## src/rtl/tlb_pkg.sv

```systemverilog
`default_nettype none
// ============================================================================
// Module      : tlb_pkg
// Description : Shared TLB definitions. Holds the PTW arbiter state encoding
//               and the default VPN / PTE widths.
// Revision    : 1.0 - initial release
// ============================================================================
package tlb_pkg;

  localparam int VPN_W = 20;
  localparam int PTE_W = 32;

  // 3-bit state encoding of the PTW arbiter.
  typedef enum logic [2:0] {
    ARB_IDLE  = 3'd0,
    ARB_ISSUE = 3'd1,
    ARB_WAIT  = 3'd2,
    ARB_RESP  = 3'd3,
    ARB_DRAIN = 3'd4
  } arb_state_t;

endpackage
`default_nettype wire

```

## src/rtl/ptw_arbiter_if.sv

```systemverilog
`default_nettype none
// ============================================================================
// Module      : ptw_arbiter_if
// Description : Bus bundle between the TLB requesters, the PTW arbiter and the
//               page-table walker.
//   slave  modport : arbiter side (drives grants, responses, walker request).
//   master modport : requester + walker side.
//   req_*      : per-requester walk request (valid / packed VPN / ready)
//   resp_*     : per-requester response (one-hot valid / ready, shared PTE,
//                fault)
//   ptw_req_*  : single request channel to the walker
//   ptw_resp_* : single response channel from the walker
//   owner_o / busy_o / timeout_o : status
// Revision    : 1.0 - initial release
// ============================================================================
interface ptw_arbiter_if #(
  parameter int NUM_REQ = 2,
  parameter int VPN_W   = tlb_pkg::VPN_W,
  parameter int PTE_W   = tlb_pkg::PTE_W
);
  localparam int IDX_W = $clog2(NUM_REQ);

  logic [NUM_REQ-1:0]       req_valid_i;
  logic [NUM_REQ*VPN_W-1:0] req_vpn_i;
  logic [NUM_REQ-1:0]       req_ready_o;
  logic [NUM_REQ-1:0]       resp_valid_o;
  logic [NUM_REQ-1:0]       resp_ready_i;
  logic [PTE_W-1:0]         resp_pte_o;
  logic                     resp_fault_o;
  logic                     ptw_req_valid_o;
  logic                     ptw_req_ready_i;
  logic [VPN_W-1:0]         ptw_req_vpn_o;
  logic                     ptw_resp_valid_i;
  logic                     ptw_resp_ready_o;
  logic [PTE_W-1:0]         ptw_resp_pte_i;
  logic                     ptw_resp_fault_i;
  logic [IDX_W-1:0]         owner_o;
  logic                     busy_o;
  logic                     timeout_o;

  modport slave (
    input  req_valid_i, req_vpn_i, resp_ready_i, ptw_req_ready_i,
           ptw_resp_valid_i, ptw_resp_pte_i, ptw_resp_fault_i,
    output req_ready_o, resp_valid_o, resp_pte_o, resp_fault_o,
           ptw_req_valid_o, ptw_req_vpn_o, ptw_resp_ready_o,
           owner_o, busy_o, timeout_o
  );

  modport master (
    output req_valid_i, req_vpn_i, resp_ready_i, ptw_req_ready_i,
           ptw_resp_valid_i, ptw_resp_pte_i, ptw_resp_fault_i,
    input  req_ready_o, resp_valid_o, resp_pte_o, resp_fault_o,
           ptw_req_valid_o, ptw_req_vpn_o, ptw_resp_ready_o,
           owner_o, busy_o, timeout_o
  );

endinterface
`default_nettype wire

```

## src/rtl/ptw_arbiter_rr_arbiter.sv

```systemverilog
`default_nettype none
// ============================================================================
// Module      : rr_arbiter
// Description : Combinational round-robin pick. Searches req starting at
//               last_grant+1 (mod NUM_REQ) and returns the first set bit.
//   req        in  NUM_REQ : request vector
//   last_grant in  IDX_W   : index granted most recently
//   grant      out NUM_REQ : one-hot winner (zero when no request)
//   grant_idx  out IDX_W   : winner index (zero when no request)
//   any        out 1       : at least one request present
// Revision    : 1.0 - initial release
// ============================================================================
module rr_arbiter #(
  parameter  int NUM_REQ = 2,
  localparam int IDX_W   = $clog2(NUM_REQ)
) (
  input  logic [NUM_REQ-1:0] req,
  input  logic [IDX_W-1:0]   last_grant,
  output logic [NUM_REQ-1:0] grant,
  output logic [IDX_W-1:0]   grant_idx,
  output logic               any
);

  // One extra bit so last_grant + k (k <= NUM_REQ) cannot overflow before the
  // single conditional subtraction folds it back into range.
  logic [IDX_W:0]   w_sum;
  logic [IDX_W-1:0] w_idx;

  always_comb begin
    grant     = '0;
    grant_idx = '0;
    any       = 1'b0;
    w_sum     = '0;
    w_idx     = '0;
    for (int k = 1; k <= NUM_REQ; k++) begin
      w_sum = {1'b0, last_grant} + (IDX_W+1)'(k);
      if (w_sum >= (IDX_W+1)'(NUM_REQ)) begin
        w_sum = w_sum - (IDX_W+1)'(NUM_REQ);
      end
      w_idx = w_sum[IDX_W-1:0];
      if (!any && req[w_idx]) begin
        any       = 1'b1;
        grant_idx = w_idx;
      end
    end
    if (any) begin
      grant[grant_idx] = 1'b1;
    end
  end

endmodule
`default_nettype wire

```

## src/rtl/ptw_arbiter.sv

```systemverilog
`default_nettype none
// ============================================================================
// Module      : ptw_arbiter
// Description : Shares one page-table walker between NUM_REQ TLB controllers.
//               Round-robin grant, one walk in flight, response routed back
//               to the issuing requester, watchdog forces a fault when the
//               walker is silent for TIMEOUT cycles (0 disables it). A walker
//               response that arrives after a forced fault is absorbed.
//   clk, rst : clock, synchronous active-high reset
//   bus      : ptw_arbiter_if.slave (requester, response, walker, status)
// Revision    : 1.0 - initial release
// ============================================================================
module ptw_arbiter #(
  parameter int NUM_REQ = 2,
  parameter int VPN_W   = tlb_pkg::VPN_W,
  parameter int PTE_W   = tlb_pkg::PTE_W,
  parameter int TIMEOUT = 256
) (
  input  logic          clk,
  input  logic          rst,
  ptw_arbiter_if.slave  bus
);
  import tlb_pkg::*;

  localparam int IDX_W = $clog2(NUM_REQ);
  localparam int TMR_W = (TIMEOUT > 0) ? $clog2(TIMEOUT + 1) : 1;
  localparam bit               c_wdog_en  = (TIMEOUT > 0);
  localparam logic [TMR_W-1:0] c_tmr_last = TMR_W'((TIMEOUT > 0) ? TIMEOUT - 1 : 0);
  localparam logic [TMR_W-1:0] c_tmr_max  = TMR_W'(TIMEOUT);

  arb_state_t        r_state;
  arb_state_t        w_state_next;
  logic [IDX_W-1:0]  r_last_grant;
  logic [IDX_W-1:0]  r_owner;
  logic [VPN_W-1:0]  r_vpn;
  logic [PTE_W-1:0]  r_pte;
  logic              r_fault;
  logic              r_stale;
  logic              r_timeout;
  logic [TMR_W-1:0]  r_timer;

  logic [NUM_REQ-1:0] w_grant;
  logic [IDX_W-1:0]   w_grant_idx;
  logic               w_any;
  logic               w_req_hs;
  logic               w_tmo_fire;
  logic [NUM_REQ-1:0] w_resp_valid;

  rr_arbiter #(.NUM_REQ(NUM_REQ)) u_rr (
    .req        (bus.req_valid_i),
    .last_grant (r_last_grant),
    .grant      (w_grant),
    .grant_idx  (w_grant_idx),
    .any        (w_any)
  );

  // Next-state and combinational decode.
  always_comb begin
    w_state_next = r_state;
    w_req_hs     = 1'b0;
    w_tmo_fire   = 1'b0;
    w_resp_valid = '0;
    case (r_state)
      ARB_IDLE: begin
        // Grant only goes to a valid requester, so any request is a handshake.
        if (w_any) begin
          w_req_hs     = 1'b1;
          w_state_next = ARB_ISSUE;
        end
      end
      ARB_ISSUE: begin
        if (bus.ptw_req_ready_i) begin
          w_state_next = ARB_WAIT;
        end
      end
      ARB_WAIT: begin
        // A response in the final timer cycle takes priority over the fault.
        if (bus.ptw_resp_valid_i) begin
          w_state_next = ARB_RESP;
        end else if (c_wdog_en && (r_timer == c_tmr_last)) begin
          w_tmo_fire   = 1'b1;
          w_state_next = ARB_RESP;
        end
      end
      ARB_RESP: begin
        w_resp_valid[r_owner] = 1'b1;
        if (bus.resp_ready_i[r_owner]) begin
          w_state_next = r_stale ? ARB_DRAIN : ARB_IDLE;
        end
      end
      ARB_DRAIN: begin
        if (bus.ptw_resp_valid_i) begin
          w_state_next = ARB_IDLE;
        end
      end
      default: w_state_next = ARB_IDLE;
    endcase
  end

  // State register and datapath.
  always_ff @(posedge clk) begin
    if (rst) begin
      r_state      <= ARB_IDLE;
      r_last_grant <= IDX_W'(NUM_REQ - 1);
      r_owner      <= '0;
      r_vpn        <= '0;
      r_pte        <= '0;
      r_fault      <= 1'b0;
      r_stale      <= 1'b0;
      r_timeout    <= 1'b0;
      r_timer      <= '0;
    end else begin
      r_state   <= w_state_next;
      r_timeout <= w_tmo_fire;
      case (r_state)
        ARB_IDLE: begin
          if (w_req_hs) begin
            r_owner      <= w_grant_idx;
            r_last_grant <= w_grant_idx;
            r_vpn        <= bus.req_vpn_i[w_grant_idx*VPN_W +: VPN_W];
          end
        end
        ARB_ISSUE: begin
          if (bus.ptw_req_ready_i) begin
            r_timer <= '0;
          end
        end
        ARB_WAIT: begin
          if (bus.ptw_resp_valid_i) begin
            r_pte   <= bus.ptw_resp_pte_i;
            r_fault <= bus.ptw_resp_fault_i;
          end else if (w_tmo_fire) begin
            r_pte   <= '0;
            r_fault <= 1'b1;
            r_stale <= 1'b1;
          end else if (r_timer != c_tmr_max) begin
            r_timer <= r_timer + 1'b1;
          end
        end
        ARB_DRAIN: begin
          if (bus.ptw_resp_valid_i) begin
            r_stale <= 1'b0;
          end
        end
        default: ;
      endcase
    end
  end

  assign bus.req_ready_o      = (r_state == ARB_IDLE) ? w_grant : '0;
  assign bus.resp_valid_o     = w_resp_valid;
  assign bus.resp_pte_o       = r_pte;
  assign bus.resp_fault_o     = (r_state == ARB_RESP) && r_fault;
  assign bus.ptw_req_valid_o  = (r_state == ARB_ISSUE);
  assign bus.ptw_req_vpn_o    = r_vpn;
  assign bus.ptw_resp_ready_o = (r_state == ARB_WAIT) || (r_state == ARB_DRAIN);
  assign bus.owner_o          = r_owner;
  assign bus.busy_o           = (r_state != ARB_IDLE);
  assign bus.timeout_o        = r_timeout;

endmodule
`default_nettype wire
```

## src/flat_wrapper.sv

```systemverilog
// flat-port wrapper written by rule: the top's interface ports become plain ports
module ptw_arbiter_flat import tlb_pkg::*;
#(
  parameter int NUM_REQ = 2,
  parameter int VPN_W   = tlb_pkg::VPN_W,
  parameter int PTE_W   = tlb_pkg::PTE_W,
  parameter int TIMEOUT = 256
)
  (clk, rst, bus_req_valid_i, bus_req_vpn_i, bus_resp_ready_i, bus_ptw_req_ready_i, bus_ptw_resp_valid_i, bus_ptw_resp_pte_i, bus_ptw_resp_fault_i, bus_req_ready_o, bus_resp_valid_o, bus_resp_pte_o, bus_resp_fault_o, bus_ptw_req_valid_o, bus_ptw_req_vpn_o, bus_ptw_resp_ready_o, bus_owner_o, bus_busy_o, bus_timeout_o);
  ptw_arbiter_if #(.NUM_REQ(NUM_REQ), .VPN_W(VPN_W), .PTE_W(PTE_W)) bus_i ();
  input  logic clk;
  input  logic rst;
  input wire logic [$bits(bus_i.req_valid_i)-1:0] bus_req_valid_i;
  input wire logic [$bits(bus_i.req_vpn_i)-1:0] bus_req_vpn_i;
  input wire logic [$bits(bus_i.resp_ready_i)-1:0] bus_resp_ready_i;
  input wire logic [$bits(bus_i.ptw_req_ready_i)-1:0] bus_ptw_req_ready_i;
  input wire logic [$bits(bus_i.ptw_resp_valid_i)-1:0] bus_ptw_resp_valid_i;
  input wire logic [$bits(bus_i.ptw_resp_pte_i)-1:0] bus_ptw_resp_pte_i;
  input wire logic [$bits(bus_i.ptw_resp_fault_i)-1:0] bus_ptw_resp_fault_i;
  output wire logic [$bits(bus_i.req_ready_o)-1:0] bus_req_ready_o;
  output wire logic [$bits(bus_i.resp_valid_o)-1:0] bus_resp_valid_o;
  output wire logic [$bits(bus_i.resp_pte_o)-1:0] bus_resp_pte_o;
  output wire logic [$bits(bus_i.resp_fault_o)-1:0] bus_resp_fault_o;
  output wire logic [$bits(bus_i.ptw_req_valid_o)-1:0] bus_ptw_req_valid_o;
  output wire logic [$bits(bus_i.ptw_req_vpn_o)-1:0] bus_ptw_req_vpn_o;
  output wire logic [$bits(bus_i.ptw_resp_ready_o)-1:0] bus_ptw_resp_ready_o;
  output wire logic [$bits(bus_i.owner_o)-1:0] bus_owner_o;
  output wire logic [$bits(bus_i.busy_o)-1:0] bus_busy_o;
  output wire logic [$bits(bus_i.timeout_o)-1:0] bus_timeout_o;
  assign bus_i.req_valid_i = bus_req_valid_i;
  assign bus_i.req_vpn_i = bus_req_vpn_i;
  assign bus_i.resp_ready_i = bus_resp_ready_i;
  assign bus_i.ptw_req_ready_i = bus_ptw_req_ready_i;
  assign bus_i.ptw_resp_valid_i = bus_ptw_resp_valid_i;
  assign bus_i.ptw_resp_pte_i = bus_ptw_resp_pte_i;
  assign bus_i.ptw_resp_fault_i = bus_ptw_resp_fault_i;
  assign bus_req_ready_o = bus_i.req_ready_o;
  assign bus_resp_valid_o = bus_i.resp_valid_o;
  assign bus_resp_pte_o = bus_i.resp_pte_o;
  assign bus_resp_fault_o = bus_i.resp_fault_o;
  assign bus_ptw_req_valid_o = bus_i.ptw_req_valid_o;
  assign bus_ptw_req_vpn_o = bus_i.ptw_req_vpn_o;
  assign bus_ptw_resp_ready_o = bus_i.ptw_resp_ready_o;
  assign bus_owner_o = bus_i.owner_o;
  assign bus_busy_o = bus_i.busy_o;
  assign bus_timeout_o = bus_i.timeout_o;
  ptw_arbiter #(.NUM_REQ(NUM_REQ), .VPN_W(VPN_W), .PTE_W(PTE_W), .TIMEOUT(TIMEOUT)) u_core (.clk(clk), .rst(rst), .bus(bus_i));
endmodule
```

## config.mk

```make
export PLATFORM = sky130hd
export DESIGN_NAME = ptw_arbiter_flat
export DESIGN_NICKNAME = d
export VERILOG_FILES = /design/src/rtl/tlb_pkg.sv /design/src/rtl/ptw_arbiter_if.sv /design/src/rtl/ptw_arbiter_rr_arbiter.sv /design/src/rtl/ptw_arbiter.sv /design/src/flat_wrapper.sv
export SDC_FILE = /design/constraint.sdc
export NUM_CORES = 1
export LEC_CHECK = 0
export CORE_MARGIN = 1.5
export CORE_UTILIZATION = 40
export DETAILED_ROUTE_END_ITERATION = 7
export PLACE_DENSITY = 0.78
export SYNTH_ARGS = -nofsm -noshare
export SYNTH_HDL_FRONTEND = slang
export SYNTH_HIERARCHICAL = 1
export SYNTH_SLANG_ARGS = --single-unit
```

## constraint.sdc

```tcl
create_clock -name clk -period 2.7 [get_ports clk]
set_input_delay 0.54 -clock clk [delete_from_list [all_inputs] [get_ports clk]]
set_output_delay 0.54 -clock clk [all_outputs]
set_load 0.01 [all_outputs]
```

==> flow_summary.yaml, run 1 <==
synth:
  ys_ff_latch: 69
  synth_area_sq_um: 2920
  synth_top_cell_by_area: "dfxtp_1"
  ys.warnings.count: 6
  synth_edf_count: 0
  synthDistinctLibCells: 42
  synthFlopType: "dfxtp_1"
  syn-instance-count: 323
  syn_area_per_cell_sq_um: 9.03
  synth_fp_nets: 407
  netlist.area_leader.share: 0.474
  seq_area_frac_synth: 0.474
  async_reset_ff_frac: 0
  ys_top_cells_by_area: "dfxtp_1 47%, a22oi_1 8.5%, nor2_1 7.5%"
place:
  post-place-ws_ns: 0.188
  gp_congestion: 0.783
  hpwlAfterDp_mm: 5.58
  dpl_cell_area_sq_um: 4390
  port_buffers: 142
worst_hold_path:
  hp-start: "u_core/r_fault"
  hold_class: "reg -> reg"
layout:
  diodes: 0
  fin_nets: 537
  drive_above_1_share: 0.0546
  fillCellCount: 570
  multi_input_area_sq_um: 1400
  seqCellArea_sq_um: 1380
  area_delta_synth_final_pct: 58.9
  post-route-cell-area_sq_um: 4630
sta:
  rsz0062_at_grt: "false"
  period_share: 0.952
  fin_ws_ns: 0.129
  tightest_slew_ns: 0.607
  max_freq_mhz: 389
  slew_headroom: 0.595
  hold_viol: 0
  tns_ns: 0
  setup_viol: 0
  finalClockSkew_ns: 0.00703
  maxSlewViolCount: 0
  period_minus_slack_ns: 2.57
global_routing:
  antenna_found_initial: 0
  grt_max_degree: 41
  grt_pass1_wl_mm: 11.9
  grt_usage: 0.196
  grt_pass1_vias: 2508
  overflow: 0
clocking:
  clk_latency_ns: 0.34
  post_cts_buffers: 0
  clockRootBuffer: "clkbuf_8"
  clock_sinks: 69
  cts_tree: "done"
  clock_path_buffers: 2
  cts.repair.resized: 0
  postCtsHoldBufs: 0
  numCtsBuffers: 9
  clk_pin_slew_ns: 0.07
  htree_levels: 3
power:
  leakage_nw: 1.68
  irDropWorstVdd_uv: 317
  seqPwrFrac: 0.426
  p_sw_frac: 0.245
  power.density_nw_per_um2: 567
  combPwrFrac: 0.191
  p_sw_uw: 643
  intPower_mw: 1.98
  pwr-share-clk: 0.383
worst_setup_path:
  startpoint: "u_core/r_state[1]"
  worstPathRequired_ns: 2.16
  r2r_start: "u_core/r_timer[0]"
  end_kind: "primary output"
  path_max_fanout: 13
  crit_type: "reg -> out"
  critPathLaunchType: "flop"
  crit_arrival_ns: 2.03
floorplan:
  start_util: 0.422
  fp.dieArea_sq_um: 7810
  rows: 30
  die_y_um: 88.4
  die_x_um: 88.4
  core_area_sq_um: 6910
  ioPinCount: 143
run:
  drv_cap: 0
detailed_routing:
  drt_wl_total_mm: 7.85
  wl_per_cell_um: 14.2
  m1WireLength_mm: 3.22
  first_pass_iters: 5
  route.detailed.drc: 0
  vias_per_cell: 5.04
  detail-route-antenna-nets: 0
  route.met2.wl_mm: 4.06
  first_iter_violations: 104
  top_layer: "met4"
  wl_met3_um: 466
  via_count: 2793
outcome:
  status: "finished clean"
-- worst max-delay path, stage by stage (launching register included) --
cell,delay (ns)
dfxtp_1,0.43
nor3_1,0.53
and2_1,0.21
clkdlybuf4s50_1,0.53
-- cells in the mapped netlist, drive strengths merged, types with 3 or more instances --
master  number
a21boi       3
and2         6
and3         4
o21ai        5
dfxtp       69
ha           3
buf          7
nand3        5
nor2        58
a21oi       15
mux2i       20
inv          7
nand2       12
nor3         6
a211oi      22
a22oi       33
clkbuf      21
-- stage by stage --
step           instances   util  total power [mW]  hold WS [ns]
6_report             554  0.671              2.63         0.468
3_5_place_dp         538  0.636              1.64         0.462
3_3_place_gp         538  0.636              1.64         0.451
4_1_cts              554  0.671              2.65         0.475
5_1_grt              554  0.671              2.73         0.507
2_1_floorplan        323      -              1.36         0.442
-- worst paths after layout --
| kind | slack [ns] | depth (start not counted) | to |
|---|---|---|---|
| min reg2reg | 0.47 | 2 | u_core/r_fault |
| max reg2reg | 0.22 | 8 | u_core/r_timer[7] |
| max | 0.13 | 3 | bus_req_ready_o[0] |
| min | 0.47 | 2 | u_core/r_fault |
-- registers in the layout, summed over array words and instances (netlist names) --
signal                    count
u_core/bus.owner_o            1
u_core/bus.ptw_req_vpn_o     20
u_core/bus.resp_pte_o        32
u_core/bus.timeout_o          1
u_core/r_fault                1
u_core/r_last_grant           1
u_core/r_stale                1
u_core/r_state                3
u_core/r_timer                9
-- metal layers --
layer	vias up	GRT usage
met1	1273	0.230
met2	88	0.337
li1	1424	-
met4	0	0.0824
met3	8	0.0522
met5	-	0
-- cell usage in the layout, fill, tap and decap left out, types with 2 or more instances in the layout --
cell type	instances
buf_4	4
nand2_1	12
and3_1	4
inv_1	7
dfxtp_1	69
nor3b_1	2
a22oi_1	33
nor4b_1	2
nor2_1	58
a211oi_1	22
nand3_1	5
bufinv_16	3
ha_1	3
a21oi_1	15
o21ai_1	2
a31oi_1	2
clkbuf_8	9
o21ai_0	2
a311oi_1	2
clkdlybuf4s50_1	141
nand2b_1	2
and2_1	6
nor3_1	6
nor4bb_1	2
mux2i_1	20
-- area by class of cell --
cell class,count,area share
well taps,96,0.0259
multi-input cells,219,0.302
clock inverters,6,0.0240
flip-flops and latches,69,0.298
repair buffers,147,0.317
clock buffers,10,0.0276
inverters,7,0.00567
-- cells by family (layout without fill, tap and decap cells) --
family                   Yosys count  count (layout)  share of synthesized area
flip-flops                        69              69                      0.474
multiplexers                      21              21                     0.0725
AND/OR/NAND/NOR                  106             106                      0.170
XOR/XNOR                           1               1                    0.00300
adder cells (fa/ha/maj)            3               3                     0.0129
AO/OA/AOI/OAI                     88              88                      0.219
buffers and inverters             35             170                     0.0489
-- power by group through the flow --
stage,registers (mW),clock network (mW),logic (mW)
CTS,1.12,1.02,0.507
floorplan,1.16,0,0.207
detailed placement,1.14,0,0.503
global placement,1.14,0,0.497
finish,1.12,1.01,0.502
global route,1.13,1.06,0.543
No activity file was read; power rests on OpenSTA's default activity.
==> run 2, diff against run 1 <==
--- a/config.mk
+++ b/config.mk
@@ -6,9 +6,9 @@
 export NUM_CORES = 1
 export LEC_CHECK = 0
 export CORE_MARGIN = 1.5
-export CORE_UTILIZATION = 40
+export CORE_UTILIZATION = 36
 export DETAILED_ROUTE_END_ITERATION = 7
-export PLACE_DENSITY = 0.78
+export PLACE_DENSITY = 0.75
 export SYNTH_ARGS = -nofsm -noshare
 export SYNTH_HDL_FRONTEND = slang
 export SYNTH_HIERARCHICAL = 1
==> constraint.sdc (replaced) <==
create_clock -name clk -period 2.2 [get_ports clk]
set_input_delay 0.44 -clock clk [delete_from_list [all_inputs] [get_ports clk]]
set_output_delay 0.44 -clock clk [all_outputs]
set_load 0.01 [all_outputs]
==> flow_summary.yaml, run 2 (synthesized netlist as in run 1, its figures left out) <==
global_routing:
  antenna_found_initial: 0
  overflow: 0
  grt_usage: 0.183
  grt_pass1_vias: 2742
  grt_max_degree: 34
  grt_pass1_wl_mm: 12.7
sta:
  finalClockSkew_ns: 0.00689
  hold_viol: 0
  setup_viol: 0
  period_share: 0.967
  slew_headroom: 0.589
  hold_slack_ns: 0.475
  tightest_slew_ns: 0.617
  period_minus_slack_ns: 2.13
  max_freq_mhz: 470
  maxSlewViolCount: 0
detailed_routing:
  route.met2.wl_mm: 3.89
  via_count: 2902
  vias_per_cell: 5.04
  wl_met3_um: 552
  top_layer: "met4"
  route.detailed.drc: 0
  first_pass_iters: 5
  detail-route-antenna-nets: 0
  m1WireLength_mm: 3.29
  first_iter_violations: 82
  drt_wl_total_mm: 7.90
  wl_per_cell_um: 13.7
layout:
  mostFrequentLayoutCell: "clkdlybuf4s50_1"
  seqCellArea_sq_um: 1390
  finalNonFillerCells: 576
  drive_above_1_share: 0.110
  multi_input_area_sq_um: 1440
  largest_reg_flops: 32
  fillCellCount: 652
  diodes: 0
  fin_nets: 554
  final_cell_mix: "139 x clkdlybuf4s50_1, 64 x dfxtp_1, 58 x nor2_1"
  area_delta_synth_final_pct: 64.8
clocking:
  clock_path_buffers: 2
  numCtsBuffers: 9
  clk_latency_ns: 0.33
  htree_levels: 3
  postCtsHoldBufs: 0
  clk_pin_slew_ns: 0.07
  clockRootBuffer: "clkbuf_8"
  cts_tree: "done"
  clock_sinks: 69
worst_hold_path:
  hold_class: "reg -> reg"
  hp-start: "u_core/r_fault"
worst_setup_path:
  r2r_start: "u_core/r_timer[0]"
  startpoint: "u_core/r_timer[0]"
  path_max_fanout: 7
  crit_type: "reg -> reg"
  critPathLaunchType: "flop"
  end_kind: "flop"
  crit_arrival_ns: 2.38
  worstPathRequired_ns: 2.45
power:
  leakage_nw: 1.78
  p_total_mw: 3.23
  power.density_nw_per_um2: 672
  irDropWorstVdd_uv: 377
place:
  gp_congestion: 0.827
  dp_cells: 560
  hpwlAfterDp_mm: 5.63
  port_buffers: 142
floorplan:
  core_area_sq_um: 7770
  ioPinCount: 143
  die_y_um: 93.0
  fp.dieArea_sq_um: 8650
  start_util: 0.375
  die_x_um: 93.0
  rows: 32
run:
  drv_cap: 0
outcome:
  status: "finished clean"
run 2: cell count changes in the layout (fill, tap and decap cells not counted), sizes merged:
cell | before | now
clkinv | 2 | 1
buf | 6 | 23
clkdlybuf4s50 | 141 | 139
inv | 7 | 8
clkbuf | 10 | 9
dlygate4sd2 | 0 | 2
run 2: area by class of cell:
cell class | instances | area share
inverter | 7 | 0.00547
sequential | 69 | 0.289
clock inverter | 6 | 0.0232
timing repair buffer | 164 | 0.331
tap | 102 | 0.0266
clock buffer | 9 | 0.0258
multi-input combinational | 219 | 0.299
run 2: report_power, final:
group / internal [mW] / total [mW] / leakage (nW) / switching (mW)
Sequential: 1.32 / 1.37 / 0.565 / 0.0477
Clock: 0.749 / 1.22 / 0.116 / 0.472
Combinational: 0.373 / 0.640 / 1.10 / 0.266
Total: 2.45 / 3.23 / 1.78 / 0.786
run 2: critical path, cell delays in order (launching register included):
cell and delay [ns]:
dfxtp_2 0.34, ha_4 0.16, and3_1 0.18, and3_1 0.19, and3_4 0.18, ha_4 0.17, a2111oi_4 0.32, buf_4 0.21
a21oi_1 0.07, a311oi_1 0.22
run 2: metrics by stage:
step / setup WS (ns) / cell area, sq um / TNS (ns) / utilization
CTS: 0.00495 / 4760 / 0 / 0.612
detailed placement: -0.0526 / 4520 / -0.132 / 0.582
global placement: -0.0497 / 4520 / -0.101 / 0.582
finish: 0.0729 / 4810 / 0 / 0.619
floorplan: 0.0318 / 2920 / 0 / -
global route: -0.0582 / 4810 / -0.186 / 0.619
run 2: metal layers:
layer | vias up | track usage
met3 | 15 | 0.0585
li1 | 1459 | -
met5 | - | 0
met2 | 107 | 0.299
met4 | 0 | 0.0896
met1 | 1321 | 0.217
run 2: worst paths after layout:
path                       endpoint  slack (ns)  cells past startpoint
setup reg to reg  u_core/r_timer[7]        0.07                      9
setup / recovery  u_core/r_timer[7]        0.07                      9
hold / removal       u_core/r_fault        0.47                      2
hold reg to reg      u_core/r_fault        0.47                      2
run 2: repair_timing:
action	in CTS	in global routing
gates resized for setup	5	10
setup endpoints to repair	10	44
pin swaps	1	3
buffers inserted	0	1
cloned	0	0
endpoints found under the hold margin	0	0
==> run 3, diff against run 2 <==
--- a/config.mk
+++ b/config.mk
@@ -8,8 +8,8 @@
 export CORE_MARGIN = 1.5
 export CORE_UTILIZATION = 36
 export DETAILED_ROUTE_END_ITERATION = 7
+export GPL_TIMING_DRIVEN = 0
 export PLACE_DENSITY = 0.75
 export SYNTH_ARGS = -nofsm -noshare
 export SYNTH_HDL_FRONTEND = slang
-export SYNTH_HIERARCHICAL = 1
 export SYNTH_SLANG_ARGS = --single-unit
==> flow_summary.yaml, run 3 <==
worst_setup_path:
  crit_type: "reg -> reg"
  end_kind: "flop"
  crit_arrival_ns: 2.45
  path_max_fanout: 10
  worstPathRequired_ns: 2.47
  critPathLaunchType: "flop"
sta:
  max_freq_mhz: 460
  tightest_slew_ns: 0.586
  slew_headroom: 0.610
  hold_slack_ns: 0.486
  tns_ns: 0
  finalClockSkew_ns: 0.00947
  hold_viol: 0
  period_share: 0.989
  fin_ws_ns: 0.0238
  period_minus_slack_ns: 2.18
  maxSlewViolCount: 0
  rsz0062_at_grt: "true"
  setup_viol: 0
clocking:
  htree_levels: 3
  clk_pin_slew_ns: 0.07
  numCtsBuffers: 9
  clock_sinks: 69
  clock_path_buffers: 2
  clk_latency_ns: 0.34
  cts_tree: "done"
  clockRootBuffer: "clkbuf_8"
synth:
  ys_top_cells_by_area: "dfxtp_1 49%, a22oi_1 8.7%, nor2_1 8.0%"
  seq_area_frac_synth: 0.485
  synth_edf_count: 0
  yosys-top-cells-count: "69 x dfxtp_1, 61 x nor2_1, 33 x a22oi_1"
  synthDistinctLibCells: 49
  ys_ff_latch: 69
  ys.warnings.count: 0
  synth_area_sq_um: 2850
  syn-instance-count: 306
  synth_top_cell_by_area: "dfxtp_1"
  synthFlopType: "dfxtp_1"
  synth_fp_nets: 390
  synth_most_common_cell: "dfxtp_1"
  syn_area_per_cell_sq_um: 9.31
  async_reset_ff_frac: 0
  netlist.area_leader.share: 0.485
detailed_routing:
  wl_per_cell_um: 15.2
  first_iter_violations: 250
  vias_per_cell: 5.33
  drt_wl_total_mm: 8.65
  route.detailed.drc: 0
  first_pass_iters: 8
  via_count: 3028
  detail-route-antenna-nets: 0
layout:
  largest_reg_flops: 32
  diodes: 0
  final_cell_mix: "135 x clkdlybuf4s50_1, 66 x dfxtp_1, 61 x nor2_1"
  drive_above_1_share: 0.0987
  post-route-cell-area_sq_um: 4640
  area_delta_synth_final_pct: 62.9
  fin_nets: 545
  mostFrequentLayoutCell: "clkdlybuf4s50_1"
place:
  hpwlAfterDp_mm: 6.32
  port_buffers: 142
  post-place-ws_ns: -0.429
  dpl_cell_area_sq_um: 4400
  gp_congestion: 0.900
floorplan:
  core_area_sq_um: 7690
  rows: 32
  die_x_um: 91.9
  start_util: 0.370
  fp.dieArea_sq_um: 8450
  die_y_um: 91.9
  ioPinCount: 143
global_routing:
  grt_max_degree: 14
  antenna_found_initial: 0
  overflow: 0
  grt_pass1_vias: 2948
  grt_pass1_wl_mm: 14.0
  grt_usage: 0.206
worst_hold_path:
  hold_class: "reg -> reg"
run:
  drv_cap: 0
outcome:
  status: "finished clean"
power:
  leakage_nw: 1.73
  irDropWorstVdd_uv: 545
  power.density_nw_per_um2: 923
==> run 3: area by class of cell <==
| cell class | instances | area, sq um |
|---|---|---|
| fill | 693 | 3050 |
| timing repair buffer | 145 | 1440 |
| sequential | 69 | 1390 |
| multi-input combinational | 204 | 1350 |
| clock buffer | 10 | 138 |
| tap | 102 | 128 |
| buffer | 23 | 124 |
| clock inverter | 6 | 46.3 |
| inverter | 9 | 33.8 |
==> run 3: metrics by stage <==
stage	std cells	util	power [mW]
floorplan	306	-	2.47
global placement	550	0.572	3.20
detailed placement	550	0.572	3.23
CTS	568	0.603	4.31
global route	568	0.603	4.55
finish	568	0.603	4.28
==> run 3: layer usage <==
metal,vias to the layer above,wire length (um),track usage
li1,1448,-,-
met1,1446,3560,0.241
met2,122,4320,0.349
met3,12,651,0.0746
met4,0,120,0.0628
met5,-,0,0
==> run 3: kinds of logic (layout without fill, tap and decap cells) <==
| logic type | after synthesis | after routing | share of synthesized area |
|---|---|---|---|
| AND/OR/NAND/NOR | 111 | 111 | 0.194 |
| AO/OA/AOI/OAI | 85 | 85 | 0.238 |
| flip-flops | 69 | 69 | 0.485 |
| buffers and inverters | 33 | 193 | 0.0505 |
| multiplexers | 4 | 4 | 0.0158 |
| adder cells (fa/ha/maj) | 3 | 3 | 0.0132 |
| XOR/XNOR | 1 | 1 | 0.00308 |
==> run 3: report_power, final <==
part / switching (mW) / leakage, nW / internal, mW
Clock: 0.515 / 0.0893 / 0.448
Combinational: 0.825 / 1.08 / 0.919
Sequential: 0.132 / 0.562 / 1.44
==> run 3: critical path, cell delays in order, from the launching register on <==
cell     delay [ns]
dfxtp_1        0.34
ha_1           0.24
nand3_1        0.15
nor2_1         0.07
ha_1           0.24
o21ai_1        0.40
buf_1          0.43
a22oi_1        0.13
nor2_1         0.13
==> run 3: repair_timing <==
| item | CTS | global route |
|---|---|---|
| gates resized for setup | 20 | 6 |
| pin swaps | 1 | 0 |
| setup endpoints to repair | 6 | 34 |
| hold buffers | 0 | 0 |
| buffers inserted | 3 | 0 |
==> run 3: worst paths after layout <==
check               startpoint                         to  slack (ns)  depth (start not counted)
max          u_core.r_timer[1]  u_core.bus.resp_pte_o[29]        0.02                          8
min             u_core.r_stale          u_core.r_state[2]        0.49                          2
max reg2reg  u_core.r_timer[1]  u_core.bus.resp_pte_o[29]        0.02                          8
min reg2reg     u_core.r_stale          u_core.r_state[2]        0.49                          2
